**config.mk**
```make
export PLATFORM = sky130hd
export DESIGN_NAME = ps2_mouse_tracker_flat
export DESIGN_NICKNAME = d
export VERILOG_FILES = /design/src/rtl/ps2_mouse_tracker_if.sv /design/src/rtl/ps2_mouse_tracker.sv /design/src/flat_wrapper.sv
export SDC_FILE = /design/constraint.sdc
export NUM_CORES = 1
export LEC_CHECK = 0
export CORE_MARGIN = 4
export CORE_UTILIZATION = 53
export DETAILED_ROUTE_END_ITERATION = 6
export HOLD_SLACK_MARGIN = 0.12
export PLACE_DENSITY = 0.75
export SETUP_SLACK_MARGIN = 0.4
export SLEW_MARGIN = 20
export SYNTH_ARGS = -nofsm -noshare
export SYNTH_HDL_FRONTEND = slang
export SYNTH_SLANG_ARGS = --single-unit
export TNS_END_PERCENT = 5
```
**constraint.sdc**
```tcl
create_clock -name clk -period 6.74 [get_ports clk]
set_input_delay 1.011 -clock clk [delete_from_list [all_inputs] [get_ports clk]]
set_output_delay 1.011 -clock clk [all_outputs]
set_load 0.005 [all_outputs]
```
**src/rtl/ps2_mouse_tracker_if.sv**
```systemverilog
// Byte-stream input and cursor/button outputs of the PS/2 mouse tracker.
interface ps2_mouse_tracker_if #(
  parameter int POS_W   = 10,
  parameter int WHEEL_W = 8
);
  logic                      rx_done;
  logic [7:0]                rx_data;
  logic [POS_W-1:0]          x_pos;
  logic [POS_W-1:0]          y_pos;
  logic signed [WHEEL_W-1:0] wheel_pos;
  logic                      click_l;
  logic                      click_r;
  logic                      click_m;
  logic                      packet_done;
  logic                      sync_err;

  // Receiver side: feeds bytes, observes the tracked state.
  modport master (
    output rx_done, rx_data,
    input  x_pos, y_pos, wheel_pos, click_l, click_r, click_m, packet_done, sync_err
  );

  // Tracker side: consumes bytes, drives the tracked state.
  modport slave (
    input  rx_done, rx_data,
    output x_pos, y_pos, wheel_pos, click_l, click_r, click_m, packet_done, sync_err
  );
endinterface

```
**src/rtl/ps2_mouse_tracker.sv**
```systemverilog
// PS/2 mouse packet framer and cursor tracker: frames 3/4-byte packets,
// resyncs on bad header or inter-byte timeout, integrates scaled deltas
// into a clamped screen position and a saturating wheel accumulator.
module ps2_mouse_tracker #(
  parameter int CLK_HZ     = 100_000_000,
  parameter int TIMEOUT_US = 2000,
  parameter int WHEEL_EN   = 0,
  parameter int POS_W      = 10,
  parameter int X_MAX      = 639,
  parameter int Y_MAX      = 479,
  parameter int X_INIT     = 320,
  parameter int Y_INIT     = 240,
  parameter int SHIFT      = 0,
  parameter int WHEEL_W    = 8
) (
  input logic                 clk,
  input logic                 reset,
  ps2_mouse_tracker_if.slave  bus
);

  localparam int TO_CYC = CLK_HZ / 1_000_000 * TIMEOUT_US;
  localparam int CNT_W  = $clog2(TO_CYC + 1);
  localparam int CW     = POS_W + 2;

  localparam logic [CNT_W-1:0]       CNT_LAST = CNT_W'(TO_CYC - 1);
  localparam logic signed [CW-1:0]   X_MAX_S  = CW'(X_MAX);
  localparam logic signed [CW-1:0]   Y_MAX_S  = CW'(Y_MAX);
  localparam logic [POS_W-1:0]       X_INIT_V = POS_W'(X_INIT);
  localparam logic [POS_W-1:0]       Y_INIT_V = POS_W'(Y_INIT);

  typedef enum logic [2:0] {
    S_B0  = 3'd0,
    S_B1  = 3'd1,
    S_B2  = 3'd2,
    S_B3  = 3'd3,
    S_UPD = 3'd4
  } state_t;

  state_t                    state_q, state_d;
  logic [CNT_W-1:0]          cnt_q, cnt_d;
  // Header byte without its always-one bit 3: {y_ovf, x_ovf, y_sgn, x_sgn, m, r, l}
  logic [6:0]                hdr_q, hdr_d;
  logic [7:0]                b1_q, b1_d;
  logic [7:0]                b2_q, b2_d;
  logic [POS_W-1:0]          x_q, x_d;
  logic [POS_W-1:0]          y_q, y_d;
  logic signed [WHEEL_W-1:0] wheel_q, wheel_d;
  logic [2:0]                btn_q, btn_d;
  logic                      sync_err_q, sync_err_d;

  logic [7:0]                dy_byte;
  logic signed [8:0]         dx_s, dy_s;
  logic signed [CW-1:0]      x_sum, y_sum;
  logic signed [WHEEL_W:0]   w_sum;
  logic [POS_W-1:0]          x_new, y_new;
  logic signed [WHEEL_W-1:0] w_new;
  logic                      timeout;

  // 9-bit delta from sign + byte; overflow flag forces the extreme value.
  function automatic logic signed [8:0] delta(input logic ovf, input logic sgn,
                                              input logic [7:0] b);
    if (ovf) return sgn ? 9'h100 : 9'h0FF;
    return {sgn, b};
  endfunction

  // Sensitivity scaling keeps the sign (floor toward -inf).
  function automatic logic signed [8:0] scale(input logic signed [8:0] d);
    return d >>> SHIFT;
  endfunction

  function automatic logic signed [CW-1:0] sext9(input logic signed [8:0] d);
    return {{(CW-9){d[8]}}, d};
  endfunction

  // Clamp a signed candidate position into [0, vmax].
  function automatic logic [POS_W-1:0] clamp(input logic signed [CW-1:0] v,
                                             input logic signed [CW-1:0] vmax);
    if (v[CW-1])   return '0;
    if (v > vmax)  return vmax[POS_W-1:0];
    return v[POS_W-1:0];
  endfunction

  // Saturate a one-bit-wider sum to the signed WHEEL_W range.
  function automatic logic signed [WHEEL_W-1:0] wsat(input logic signed [WHEEL_W:0] v);
    if (v[WHEEL_W] != v[WHEEL_W-1])
      return v[WHEEL_W] ? {1'b1, {(WHEEL_W-1){1'b0}}} : {1'b0, {(WHEEL_W-1){1'b1}}};
    return v[WHEEL_W-1:0];
  endfunction

  // New position/wheel candidates; the final byte of the packet is taken live from rx_data.
  always_comb begin
    dy_byte = (WHEEL_EN != 0) ? b2_q : bus.rx_data;
    dx_s    = scale(delta(hdr_q[5], hdr_q[3], b1_q));
    dy_s    = scale(delta(hdr_q[6], hdr_q[4], dy_byte));
    x_sum   = $signed({2'b00, x_q}) + sext9(dx_s);
    y_sum   = $signed({2'b00, y_q}) - sext9(dy_s);
    x_new   = clamp(x_sum, X_MAX_S);
    y_new   = clamp(y_sum, Y_MAX_S);
    w_sum   = $signed({wheel_q[WHEEL_W-1], wheel_q})
            + $signed({{(WHEEL_W-3){bus.rx_data[3]}}, bus.rx_data[3:0]});
    w_new   = wsat(w_sum);
    timeout = (cnt_q == CNT_LAST);
  end

  // Packet framing FSM: byte capture, resync, timeout and output commit.
  always_comb begin
    state_d    = state_q;
    cnt_d      = '0;
    hdr_d      = hdr_q;
    b1_d       = b1_q;
    b2_d       = b2_q;
    x_d        = x_q;
    y_d        = y_q;
    wheel_d    = wheel_q;
    btn_d      = btn_q;
    sync_err_d = 1'b0;
    case (state_q)
      S_B0, S_UPD: begin
        state_d = S_B0;
        if (bus.rx_done) begin
          if (bus.rx_data[3]) begin
            hdr_d   = {bus.rx_data[7:4], bus.rx_data[2:0]};
            state_d = S_B1;
          end else begin
            sync_err_d = 1'b1;
          end
        end
      end
      S_B1: begin
        if (bus.rx_done) begin
          b1_d    = bus.rx_data;
          state_d = S_B2;
        end else if (timeout) begin
          state_d    = S_B0;
          sync_err_d = 1'b1;
        end else begin
          cnt_d = cnt_q + 1'b1;
        end
      end
      S_B2: begin
        if (bus.rx_done) begin
          if (WHEEL_EN != 0) begin
            b2_d    = bus.rx_data;
            state_d = S_B3;
          end else begin
            x_d     = x_new;
            y_d     = y_new;
            btn_d   = hdr_q[2:0];
            state_d = S_UPD;
          end
        end else if (timeout) begin
          state_d    = S_B0;
          sync_err_d = 1'b1;
        end else begin
          cnt_d = cnt_q + 1'b1;
        end
      end
      S_B3: begin
        if (bus.rx_done) begin
          x_d     = x_new;
          y_d     = y_new;
          wheel_d = w_new;
          btn_d   = hdr_q[2:0];
          state_d = S_UPD;
        end else if (timeout) begin
          state_d    = S_B0;
          sync_err_d = 1'b1;
        end else begin
          cnt_d = cnt_q + 1'b1;
        end
      end
      default: state_d = S_B0;
    endcase
  end

  // Control state and visible outputs, cleared by the active-low reset.
  always_ff @(posedge clk) begin
    if (!reset) begin
      state_q    <= S_B0;
      cnt_q      <= '0;
      x_q        <= X_INIT_V;
      y_q        <= Y_INIT_V;
      wheel_q    <= '0;
      btn_q      <= '0;
      sync_err_q <= 1'b0;
    end else begin
      state_q    <= state_d;
      cnt_q      <= cnt_d;
      x_q        <= x_d;
      y_q        <= y_d;
      wheel_q    <= wheel_d;
      btn_q      <= btn_d;
      sync_err_q <= sync_err_d;
    end
  end

  // Packet byte holding registers; only read after being written in the same packet.
  always_ff @(posedge clk) begin
    hdr_q <= hdr_d;
    b1_q  <= b1_d;
    b2_q  <= b2_d;
  end

  assign bus.x_pos       = x_q;
  assign bus.y_pos       = y_q;
  assign bus.wheel_pos   = wheel_q;
  assign bus.click_l     = btn_q[0];
  assign bus.click_r     = btn_q[1];
  assign bus.click_m     = btn_q[2];
  assign bus.packet_done = (state_q == S_UPD);
  assign bus.sync_err    = sync_err_q;

endmodule

```
**src/flat_wrapper.sv**
```systemverilog
// flat-port wrapper written by rule: the top's interface ports become plain ports
module ps2_mouse_tracker_flat 
#(
  parameter int CLK_HZ     = 100_000_000,
  parameter int TIMEOUT_US = 2000,
  parameter int WHEEL_EN   = 0,
  parameter int POS_W      = 10,
  parameter int X_MAX      = 639,
  parameter int Y_MAX      = 479,
  parameter int X_INIT     = 320,
  parameter int Y_INIT     = 240,
  parameter int SHIFT      = 0,
  parameter int WHEEL_W    = 8
)
  (clk, reset, bus_rx_done, bus_rx_data, bus_x_pos, bus_y_pos, bus_wheel_pos, bus_click_l, bus_click_r, bus_click_m, bus_packet_done, bus_sync_err);
  ps2_mouse_tracker_if #(.POS_W(POS_W), .WHEEL_W(WHEEL_W)) bus_i ();
  input logic clk;
  input logic reset;
  input wire logic [$bits(bus_i.rx_done)-1:0] bus_rx_done;
  input wire logic [$bits(bus_i.rx_data)-1:0] bus_rx_data;
  output wire logic [$bits(bus_i.x_pos)-1:0] bus_x_pos;
  output wire logic [$bits(bus_i.y_pos)-1:0] bus_y_pos;
  output wire logic [$bits(bus_i.wheel_pos)-1:0] bus_wheel_pos;
  output wire logic [$bits(bus_i.click_l)-1:0] bus_click_l;
  output wire logic [$bits(bus_i.click_r)-1:0] bus_click_r;
  output wire logic [$bits(bus_i.click_m)-1:0] bus_click_m;
  output wire logic [$bits(bus_i.packet_done)-1:0] bus_packet_done;
  output wire logic [$bits(bus_i.sync_err)-1:0] bus_sync_err;
  assign bus_i.rx_done = bus_rx_done;
  assign bus_i.rx_data = bus_rx_data;
  assign bus_x_pos = bus_i.x_pos;
  assign bus_y_pos = bus_i.y_pos;
  assign bus_wheel_pos = bus_i.wheel_pos;
  assign bus_click_l = bus_i.click_l;
  assign bus_click_r = bus_i.click_r;
  assign bus_click_m = bus_i.click_m;
  assign bus_packet_done = bus_i.packet_done;
  assign bus_sync_err = bus_i.sync_err;
  ps2_mouse_tracker #(.CLK_HZ(CLK_HZ), .TIMEOUT_US(TIMEOUT_US), .WHEEL_EN(WHEEL_EN), .POS_W(POS_W), .X_MAX(X_MAX), .Y_MAX(Y_MAX), .X_INIT(X_INIT), .Y_INIT(Y_INIT), .SHIFT(SHIFT), .WHEEL_W(WHEEL_W)) u_core (.clk(clk), .reset(reset), .bus(bus_i));
endmodule
```
# ---- After elaboration in Yosys (flattened, before gate mapping)
# Index checks and enable logic that the tools add are counted.
dict set report classes {
  reduce_logical 9
  n_mul 0
  n_bitwise 2
  magnitude_cmp 2
  n_shift 0
  n_mux 37
  n_div 0
  n_addsub 4
  n_eq_ne 6
}
# operator n
set op_table {}
lappend op_table {{$mux W10} 8}
lappend op_table {{$mux W9} 6}
lappend op_table {{$mux W8} 3}
lappend op_table {{$add A18 B1 Y18 const B} 1}
lappend op_table {{$eq A18 B18 Y1 const B} 1}
lappend op_table {{$mux W1} 14}
lappend op_table {{$add A11 B9 Y12} 1}
lappend op_table {{$gt A12 B10 Y1 const B} 1}
lappend op_table {{$gt A12 B11 Y1 const B} 1}
lappend op_table {{$mux W3} 4}
lappend op_table {{$sub A11 B9 Y12} 1}
lappend op_table {{$add A8 B4 Y9} 1}
lappend op_table {{$pmux W3 S3} 1}
lappend op_table {{$eq A3 B2 Y1 const B} 2}
lappend op_table {{$reduce_and A2 Y1} 3}
lappend op_table {{$reduce_or A2 Y1} 2}
lappend op_table {{$reduce_or A4 Y1} 1}
lappend op_table {{$eq A3 B1 Y1 const B} 1}
lappend op_table {{$eq A3 B3 Y1 const B} 1}
lappend op_table {{$logic_not A3 Y1} 1}
lappend op_table {{$reduce_and A3 Y1} 1}
lappend op_table {{$reduce_or A3 Y1} 1}
lappend op_table {{$not A1 Y1} 2}
lappend op_table {{$pmux W1 S2} 1}
lappend op_table {{$ne A1 B1 Y1} 1}
dict set report word_totals {
  elab_cells 69
  rom_bits 0
  input_bits 11
  latchBits 0
  output_inout_bits 33
  mem_count 0
  ff_bits 68
  ram_bits 0
}

# ---- Depth between registers and ports, before layout
dict set report depth {
  ltp_word 9
  mapped_depth 13
  ltp_nobuf 13
}

# ---- Worst setup path after synthesis
# No wires, ideal clock.
dict set report synth_timing {
  path_type {input -> register}
  start {in bus_rx_data[1]}
  end {reg u_core.y_q[5], in the netlist u_core.bus.y_pos[5]}
  required_ps 6680
  setup_time_ps 60
  n_path_buf 0
  slack_ps 3552
  cell_stages 12
  arrival_time_ps 3128
  path_cell_list {inv_1 a21boi_0 inv_1 ha_1 nor2b_1 o31a_1 o22ai_1 o21ai_1 a21oi_1 o211ai_1 a41oi_2 a41o_1}
}
dict set report synth_between {
  elab_chain_len 7
  elab_cells_between_ends 9
  cone_classes {1 x add/sub; 1 x order compare; 7 x mux}
}
# element line_no
set synth_lines {}
lappend synth_lines {{start, declared} flat_wrapper.sv:20} ;# input wire logic [$bits(bus_i.rx_data)-1:0] bus_rx_data;
lappend synth_lines {{$mux W9 (*)} ps2_mouse_tracker.sv:63} ;# return {sgn, b};
lappend synth_lines {{$sub A11 B9 Y12 (*)} ps2_mouse_tracker.sv:96} ;# y_sum = $signed({2'b00, y_q}) - sext9(dy_s);
lappend synth_lines {{$gt A12 B10 Y1} ps2_mouse_tracker.sv:79} ;# if (v > vmax) return vmax[POS_W-1:0];
lappend synth_lines {{$mux W1 (2 in series)} ps2_mouse_tracker.sv:79}
lappend synth_lines {{$mux W10} ps2_mouse_tracker.sv:80} ;# return v[POS_W-1:0];
lappend synth_lines {{$mux W10 (*)} ps2_mouse_tracker.sv:79}
lappend synth_lines {{end signal, assigned} ps2_mouse_tracker.sv:190} ;# y_q <= y_d;
lappend synth_lines {{end, declared} ps2_mouse_tracker.sv:46} ;# logic [POS_W-1:0] y_q, y_d;
# Every way passes the cells marked *; elsewhere a longest branch is shown, timed or not. The select of a mux whose other input is x is not followed.
# A chain may end at the register's enable or synchronous reset.

# ---- Worst setup path after layout
# Ends and elaborated chain as after synthesis.

==> key figures <==
Run status
  – Status: complete, no violations

Timing
  – Worst-margin pin slew: 0.833 ns
  – Slew Viols, Final: 0
  – RSZ-0062 raised after global routing: false
  – Final setup viols: 0
  – Fin crit share: 55.5%
  – Achievable Freq: 267 MHz
  – Slew HR: 44.3%
  – Endpoints failing hold: 0
  – Clock skew: 0.00615 ns
  – Tmin final: 3.74 ns
  – Setup TNS after final layout: 0 ns

Layout
  – ANT cells: 0
  – Final nets: 573
  – Area of the multi-input gates: 2530 sq um
  – Area grow syn2layout: 16.1%
  – Most frequent cells in the layout: 53 x dfxtp_1, 51 x nor2_1, 43 x nand2_1, 43 x clkdlybuf4s50_1, 34 x a21oi_1
  – Fillers: 681
  – Sequential cell area: 1510 sq um
  – Share of cells above drive strength 1: 4.70%
  – Most common library cell in the layout ignoring fill and taps: dfxtp_1

Global routing
  – Total GRT Usage: 20.8%
  – Initial antenna violation count: 0
  – Grt total ovfl: 0
  – Largest net degree at the start of global routing: 24
  – Vias in the first global route: 3,548
  – First-pass GRT wire length: 16,400 um

Clocking
  – Clock latency on the worst-skew pair: 0.34 ns
  – Clock tree from TritonCTS: yes
  – Clock sink count: 68
  – Post-CTS Setup Bufs: 0
  – TritonCTS buffer count: 9
  – CTS H-Tree Depth: 3
  – Root buf cell: clkbuf_8
  – CTS Buffer Depth: 2
  – Hold_buf cts: 0
  – Post-CTS sizing: 0
  – Register clock-pin slew on the reported worst setup and hold paths: 0.07 ns

Critical path
  – Setup crit start: bus_rx_data[1]
  – Crit-path max cell delay: 0.54 ns
  – Crit path max fanout: 6
  – Startpoint Class: primary input
  – Crit-path slowest cell: clkdlybuf4s50_1
  – Cell depth of the worst setup path: 13
  – Required @ worst endpoint: 7.02 ns
  – R2r startpoint: u_core.hdr_q[3]$_DFFE_PP_
  – Worst R2R Path Depth: 12
  – Worst path most repeated cell: inv_1
  – Delay-heaviest family, CP: compound AO/OA/AOI/OAI gates
  – Critical path buffers and inverters: 3
  – WS Path Type: primary input to flop
  – Arr. time, crit path: 4.02 ns
  – Critical-path cell list: clkdlybuf4s50_1 -> inv_1 -> a21boi_0 -> inv_1 -> ha_1 -> nor2b_1 -> o31a_1 -> o22ai_1 -> o21ai_1 -> a21oi_1 -> o211ai_1 -> a41oi_2 -> a41o_1
  – CP endpoint kind: flop

Floorplanning
  – Chip width: 97.0 um
  – DIE AREA: 9420 sq um
  – # IOs: 44
  – Initial Utilization: 54.4%
  – Die Height: 97.0 um
  – FP Rows: 32
  – Core ar.: 7730 sq um

Route
  – Vias per inst: 5.78
  – Final wirelength: 9620 um
  – Antenna violation net count after detailed routing: 0
  – Via Count: 3,667
  – DRT iter0 DRCs: 174
  – Wirelength per Cell: 15.2 um
  – # DRC: 0
  – Number of iterations in the first detailed-routing pass: 4

Run
  – Max-cap violations: 0

Hold path
  – Hold Crit Depth: 1
  – Worst Hold Launch: u_core.cnt_q[0]$_SDFF_PP0_
  – Hold Path Class: flop to flop

Place
  – Port Buffer Count: 43
  – Hpwl dp: 7170 um
  – Routability-driven placement congestion ratio: 0.894

Yosys
  – Post-Syn Area: 4200 sq um
  – Netlist cell types: 62
  – Syn Nets: 530
  – #FFs+latches synth: 68
  – Post-synth top area share: 25.3%
  – Synth Flop Type: dfxtp_1
  – Sequential fraction of the synthesis area: 36.0%
  – Mapped Cells: 484
  – Yosys warnings: 0
  – Synth top area cells: dfxtp_1 25%, edfxtp_1 11%, ha_1 9.5%
  – FFs w/ async S/R, synth: 0%
  – Post-synth top area cell: dfxtp_1
  – Post-synth EDFFs: 15
  – Avg Inst Size Synth: 8.68 sq um

Pwr
  – Pwr/cell area: 173 nW/um^2
  – Pleak: 0.00193 uW
  – Overall Power: 844 uW
  – VDD IR-drop max: 0.0993 mV
stage by stage:
| step | utilization [%] | instances | hold WS, ns | instance area [sq um] | setup slack (ns) |
|---|---|---|---|---|---|
| 2_1_floorplan | - | 484 | 0.418 | 4200 | 3.55 |
| 3_3_place_gp | 60.9 | 618 | 0.429 | 4710 | 2.81 |
| 3_5_place_dp | 60.9 | 618 | 0.448 | 4710 | 2.67 |
| 4_1_cts | 63.1 | 634 | 0.464 | 4880 | 3.02 |
| 5_1_grt | 63.1 | 634 | 0.510 | 4880 | 2.71 |
| 6_report | 63.1 | 634 | 0.464 | 4880 | 3.00 |
synthesized netlist by cell type (all sizes together), types with 2 or more instances:
cell	number
inv	30
fa	3
or2	2
nor3	9
nor2b	7
nand2	43
and2	5
o21a	10
nand2b	4
and3	5
xor2	10
clkbuf	9
a211oi	3
xnor2	23
and4	2
o2111ai	4
dfxtp	53
a21boi	6
edfxtp	15
nand4	6
a221o	6
a22oi	4
buf	2
nor2	51
ha	32
o211ai	9
nor4	3
nand3b	3
o21ai	28
a21oi	34
a211o	4
nand3	23
o211a	2
a21o	9
or3	4
a31oi	5
o22ai	3
per-layer routing:
metal	global-route usage, %	vias to the layer above	part of all wire [%]
li1	-	1835	-
met1	27.3	1734	48
met2	33.8	81	47
met3	4.33	17	3.8
met4	7.56	0	1.9
met5	0	-	0
layout make-up:
cell class	count	share of cell area (%)
clock buffers	11	2.90
clock inverters	5	0.539
inverters	30	2.31
multi-input cells	375	51.8
flip-flops and latches	68	31.0
well taps	102	2.62
repair buffers	43	8.83
worst paths after layout:
| kind | to | slack (ns) |
|---|---|---|
| worst max-delay path | u_core.bus.y_pos[5]$_SDFFE_PN1P_ | 3.00 |
| worst min-delay path | u_core.cnt_q[0]$_SDFF_PP0_ | 0.46 |
| worst max register to register | u_core.bus.x_pos[0]$_SDFFE_PN0P_ | 3.08 |
| worst min register to register | u_core.cnt_q[0]$_SDFF_PP0_ | 0.46 |
report_power, final:
| part | total (uW) | switching, uW | internal [uW] |
|---|---|---|---|
| Combinational | 121 | 70.6 | 50.8 |
| Clock | 294 | 153 | 141 |
| Sequential | 428 | 5.39 | 423 |
| Total | 844 | 229 | 615 |
logic make-up after synthesis:
kind of cell,Yosys count,share of synthesized area [%]
AO/OA/AOI/OAI,137,22.6
XOR/XNOR,33,6.88
adder cells (fa/ha/maj),35,11.0
buffers and inverters,41,3.87
flip-flops,68,36.0
AND/OR/NAND/NOR,170,19.7
state kept, by name, indices dropped and copies added, names as in the netlist, 3 cells and up:
name / count
u_core.b1_q: 8
u_core.btn_q: 3
u_core.bus.wheel_pos: 8
u_core.bus.x_pos: 10
u_core.bus.y_pos: 10
u_core.cnt_q: 18
u_core.hdr_q: 7
u_core.state_q: 3
(Power assumes the default switching activity.)
==> edit 1, RTL diff (same flow settings) <==
`TIMEOUT_US` is set to 2000 in 2 places; all go to 1000.
--- a/src/rtl/ps2_mouse_tracker.sv
+++ b/src/rtl/ps2_mouse_tracker.sv
@@ -3,7 +3,7 @@
 // into a clamped screen position and a saturating wheel accumulator.
 module ps2_mouse_tracker #(
   parameter int CLK_HZ     = 100_000_000,
-  parameter int TIMEOUT_US = 2000,
+  parameter int TIMEOUT_US = 1000,
   parameter int WHEEL_EN   = 0,
   parameter int POS_W      = 10,
   parameter int X_MAX      = 639,
--- a/src/flat_wrapper.sv
+++ b/src/flat_wrapper.sv
@@ -2,7 +2,7 @@
 module ps2_mouse_tracker_flat 
 #(
   parameter int CLK_HZ     = 100_000_000,
-  parameter int TIMEOUT_US = 2000,
+  parameter int TIMEOUT_US = 1000,
   parameter int WHEEL_EN   = 0,
   parameter int POS_W      = 10,
   parameter int X_MAX      = 639,
Function: no difference found for any inputs over 4 cycles, from zero or initial values and one cycle with reset low; that may be too few to reach the edited logic, so the function may still have changed.
==> edit 1 against the unedited design <==
- area after synthesis shrank 2.9%
- sequential cell count shrank 1
- total power shrank 1.8%
- design area shrank 2.3%
- largest power group unchanged
- die area shrank 2.7%
- routed wire length is essentially flat
- worst setup slack lost 97 ps
- clock skew grew 3.8 ps
- largest cell class unchanged
- critical endpoint unchanged
==> edit 1: results (changes against the unedited design) <==
| Metric | Value |
|---|---|
| GRT Util Overall | 21.96% (was 20.81%) |
| CP arrival | 4060 ps (was 4020 ps) |
| Tightest Pin Transition | 1061 ps (was 832.8 ps) |
| Fin cells | 625 (was 634) |
| Ranking of synthesized cells by area | dfxtp_1 (26%), edfxtp_1 (11%), ha_1 (9.8%) (was dfxtp_1 (25%), edfxtp_1 (11%), ha_1 (9.5%)) |
| YS warnings | 0 (unchanged) |
| Leakage power total | 1.900 nW (was 1.932 nW) |
| Post-synth ARST share | 0% (unchanged) |
| Routability Congestion | 0.9079 (was 0.8937) |
| Vias per cell | 5.770 (was 5.784) |
| Placed wire-length estimate | 7.115 mm (was 7.170 mm) |
| Initial DRC Count | 169 (was 174) |
| Router iterations before antenna repair | 5 (was 4) |
| Multi-input gate area | 0.002444 sq mm (was 0.002527 sq mm) |
| Pre-CTS setup slack | 2565 ps (was 2672 ps) |
| Number of flip-flops in the largest register | 17 (was 18) |
| Fill cell count | 646 (was 681) |
| Adder-cell share of the synthesized area | 11.29% (was 10.96%) |
| Placed insts | 610 (was 618) |
| Synth top cells by count | nor2_1 (53), dfxtp_1 (52), a21oi_1 (43) (was dfxtp_1 (53), nor2_1 (51), nand2_1 (43)) |
| Hold Path Cell Cnt | 2 (was 1) |
| Number of antenna diodes | 0 (unchanged) |
| Post-Synth XOR/XNOR Area | 6.873% (was 6.879%) |
| Period minus WS final | 3840 ps (was 3744 ps) |
| Clock Skew | 9.924 ps (was 6.155 ps) |
| Syn_nets | 522 (was 530) |
| Outcome | finished, final reports clean (unchanged) |
| Register-to-Register Setup Slack | 3170 ps (was 3080 ps) |
| VDD IR max | 0.08775 mV (was 0.09927 mV) |
| Minimum hold slack | 480.2 ps (was 464.3 ps) |
| Post-CTS Setup Bufs | 0 (unchanged) |
| Dpl cell area | 0.004606 sq mm (was 0.004710 sq mm) |
| R2r endpoint | u_core.bus.x_pos[8] (was u_core.bus.x_pos[0]) |
| Max FO, Critical Path | 7 (was 6) |
| Post-Route WL | 9.618 mm (was 9.619 mm) |
| First-pass GRT wire length | 15.82 mm (was 16.37 mm) |
| Initial antenna violation count | 0 (unchanged) |
| Sequential area share after synthesis | 36.58% (was 35.97%) |
| Synth Area in Compound Gates | 21.14% (was 22.63%) |
| Final nets | 568 (was 573) |
| Mean Syn Cell Area | 8.567 sq um (was 8.681 sq um) |
| Hold Path End | u_core.btn_q[2] (was u_core.cnt_q[0]) |
==> edit 1: changes by cell type in the layout (fill, tap and decap cells not counted), moves of 4 or more <==
cell / change
xnor2_1: -6
a21boi_0: -4
nand3_1: -9
a21oi_1: +9
o211ai_1: -5
nand4_1: -4
xor2_1: +5
o21ai_0: +7
and3_1: +7
a221o_1: -4
nor3_1: +4
==> edit 1: layer usage <==
layer	global-route usage, %	wire, um	vias up
met5	0	0	-
met4	6.517	90	0
li1	-	-	1796
met2	36.19	4688	99
met1	28.75	4342	1702
met3	5.004	497	9
==> edit 1: final cells by class <==
type,instances,area share (%)
inverter,29,2.284
clock inverter,3,0.3150
tap,99,2.599
timing repair buffer,44,9.189
clock buffer,12,3.045
sequential,67,31.29
multi-input combinational,371,51.27
==> edit 1: critical path, stage by stage <==
cell and delay, ps:
clkdlybuf4s50_1 550, inv_1 100, a21boi_0 330, inv_1 90, ha_1 270, nor2b_1 140
o31a_1 270, o22ai_1 230, o21ai_1 160, o221ai_1 200, nand3b_1 260, a21oi_1 120
a221o_1 310
==> edit 1: power breakdown <==
group	switching, mW	internal, mW
logic	0.0694	0.0491
registers	0.00553	0.417
clock network	0.148	0.140
total	0.222	0.606
==> edit 1: cells by family (layout without fill, tap and decap cells) <==
group,count (synthesis),in the layout
muxes,4,4
buffers and inverters,38,88
adders and majority gates,35,35
and+or+nand+nor,164,164
DFF,67,67
AOI/OAI and AO/OA,136,136
xor gates and xnor gates,32,32
==> edit 2, RTL diff (same settings) <==
Made on the original files. Encoding of `state_t`: now one-hot (5 bits for 5 states).
--- a/src/rtl/ps2_mouse_tracker.sv
+++ b/src/rtl/ps2_mouse_tracker.sv
@@ -28,12 +28,12 @@
   localparam logic [POS_W-1:0]       X_INIT_V = POS_W'(X_INIT);
   localparam logic [POS_W-1:0]       Y_INIT_V = POS_W'(Y_INIT);
 
-  typedef enum logic [2:0] {
-    S_B0  = 3'd0,
-    S_B1  = 3'd1,
-    S_B2  = 3'd2,
-    S_B3  = 3'd3,
-    S_UPD = 3'd4
+  typedef enum logic [4:0] {
+    S_B0  = 5'b00001,
+    S_B1  = 5'b00010,
+    S_B2  = 5'b00100,
+    S_B3  = 5'b01000,
+    S_UPD = 5'b10000
   } state_t;
 
   state_t                    state_q, state_d;
Formal check against the unedited RTL: same outputs for any inputs over 4 cycles, from zero or initial values and one cycle with reset low; so few cycles prove little.
==> edit 2 against the unedited design <==
- maximum frequency is 6.5% lower
- design area is 5.6% higher
- via count is 3.0% higher
- routed wire length is 1.8% higher
- area after synthesis is 5.1% higher
- sequential cell count is 2 higher
- largest cell class unchanged
- highest routed layer unchanged
- synthesized cell count is 4.5% higher
- worst setup slack worse by 260 ps
- total power is 4.4% higher
- critical path type unchanged
==> edit 2: results (changes against the unedited design) <==
| Metric | Value |
|---|---|
| DR WL met3 | 351 um (was 368 um) |
| Sw frac | 26.47% (was 27.16%) |
| Met2 wire length | 4.767 mm (was 4.484 mm) |
| CP arrival | 4220 ps (was 4020 ps) |
| Leakage power total | 1.964 nW (was 1.932 nW) |
| Clock Skew | 12.61 ps (was 6.155 ps) |
| Worst r2r path cells | 11 (was 12) |
| Routability Congestion | 0.9156 (was 0.8937) |
| Initial DRC Count | 126 (was 174) |
| Router iterations before antenna repair | 6 (was 4) |
| R2r endpoint | u_core.bus.y_pos[2] (was u_core.bus.x_pos[0]) |
| First-pass GRT wire length | 16.45 mm (was 16.37 mm) |
| Vias in the first global route | 3633 (was 3548) |
| Reg clk slew, reported paths | 90 ps (was 70 ps) |
| Worst r2r src | u_core.hdr_q[4] (was u_core.hdr_q[3]) |
| Placed insts | 645 (was 618) |
| Mean Syn Cell Area | 8.724 sq um (was 8.681 sq um) |
| Pin count of the biggest net entering global routing | 32 (was 24) |
| M1 wire length | 4.599 mm (was 4.586 mm) |
| Fin cells | 661 (was 634) |
| Dpl cell area | 0.004947 sq mm (was 0.004710 sq mm) |
| Library cells used by synthesis | 68 (was 62) |
| Share of layout cells above drive strength 1 | 6.475% (was 4.699%) |
| Final nets | 597 (was 573) |
| Register-to-Register Setup Slack | 3370 ps (was 3080 ps) |
| Syn_nets | 552 (was 530) |
| Outcome | finished, final reports clean (unchanged) |
| Power per Cell Area | 171.0 mW/mm^2 (was 173.0 mW/mm^2) |
| Synth top cells by count | dfxtp_1 (55), nor2_1 (54), o21ai_0 (40) (was dfxtp_1 (53), nor2_1 (51), nand2_1 (43)) |
| Minimum hold slack | 466.6 ps (was 464.3 ps) |
| Max FO, Critical Path | 8 (was 6) |
| Via count | 3778 (was 3667) |
| Sequential area share after synthesis | 35.15% (was 35.97%) |
| VDD IR max | 0.09025 mV (was 0.09927 mV) |
## edit 2: worst max-delay path by stage
stage / from / endpoint / slack, ps / cells past startpoint
6_report: bus_rx_data[1] / u_core.bus.y_pos[2] / 2740 / 12
5_1_grt: bus_rx_data[1] / u_core.bus.y_pos[1] / 2460 / 12
4_1_cts: bus_rx_data[1] / u_core.bus.y_pos[2] / 2790 / 12
3_5_place_dp: bus_rx_data[1] / u_core.bus.y_pos[2] / 2420 / 12
3_3_place_gp: bus_rx_data[1] / u_core.bus.y_pos[2] / 2550 / 12
2_1_floorplan: bus_rx_data[1] / u_core.bus.y_pos[2] / 3360 / 11
## edit 2: power groups by stage
| stage | Sequential, mW | Combinational [mW] | Clock, mW |
|---|---|---|---|
| detailed placement | 0.444 | 0.0943 | 0 |
| floorplan | 0.443 | 0.0699 | 0 |
| CTS | 0.434 | 0.0948 | 0.359 |
| global placement | 0.444 | 0.0923 | 0 |
| finish | 0.434 | 0.0958 | 0.351 |
| global route | 0.435 | 0.105 | 0.376 |
## edit 2: metrics by stage
stage / setup slack [ps] / total power, mW
5_1_grt: 2462 / 0.9159
4_1_cts: 2786 / 0.8875
3_5_place_dp: 2417 / 0.5381
2_1_floorplan: 3361 / 0.5125
3_3_place_gp: 2547 / 0.5359
6_report: 2735 / 0.8807
## edit 2: cells by family after synthesis
family / count (synthesis) / synth area share [%]
adder cells (fa/ha/maj): 35 / 10.43
AND/OR/NAND/NOR: 176 / 20.10
flip-flops: 70 / 35.15
buffers and inverters: 40 / 3.515
multiplexers: 4 / 1.020
AO/OA/AOI/OAI: 146 / 22.85
XOR/XNOR: 35 / 6.945
## edit 2: layout make-up
class,count,area share (%)
tap,105,2.550
sequential,70,30.12
clock buffer,9,2.405
timing repair buffer,44,8.501
inverter,30,2.186
multi-input combinational,396,52.68
clock inverter,7,1.555
## edit 2: per-layer routing
metal | global-route usage [%] | vias up
li1 | - | 1931
met1 | 25.72 | 1765
met2 | 34.92 | 74
met3 | 4.067 | 8
met4 | 4.727 | 0
met5 | 0 | -
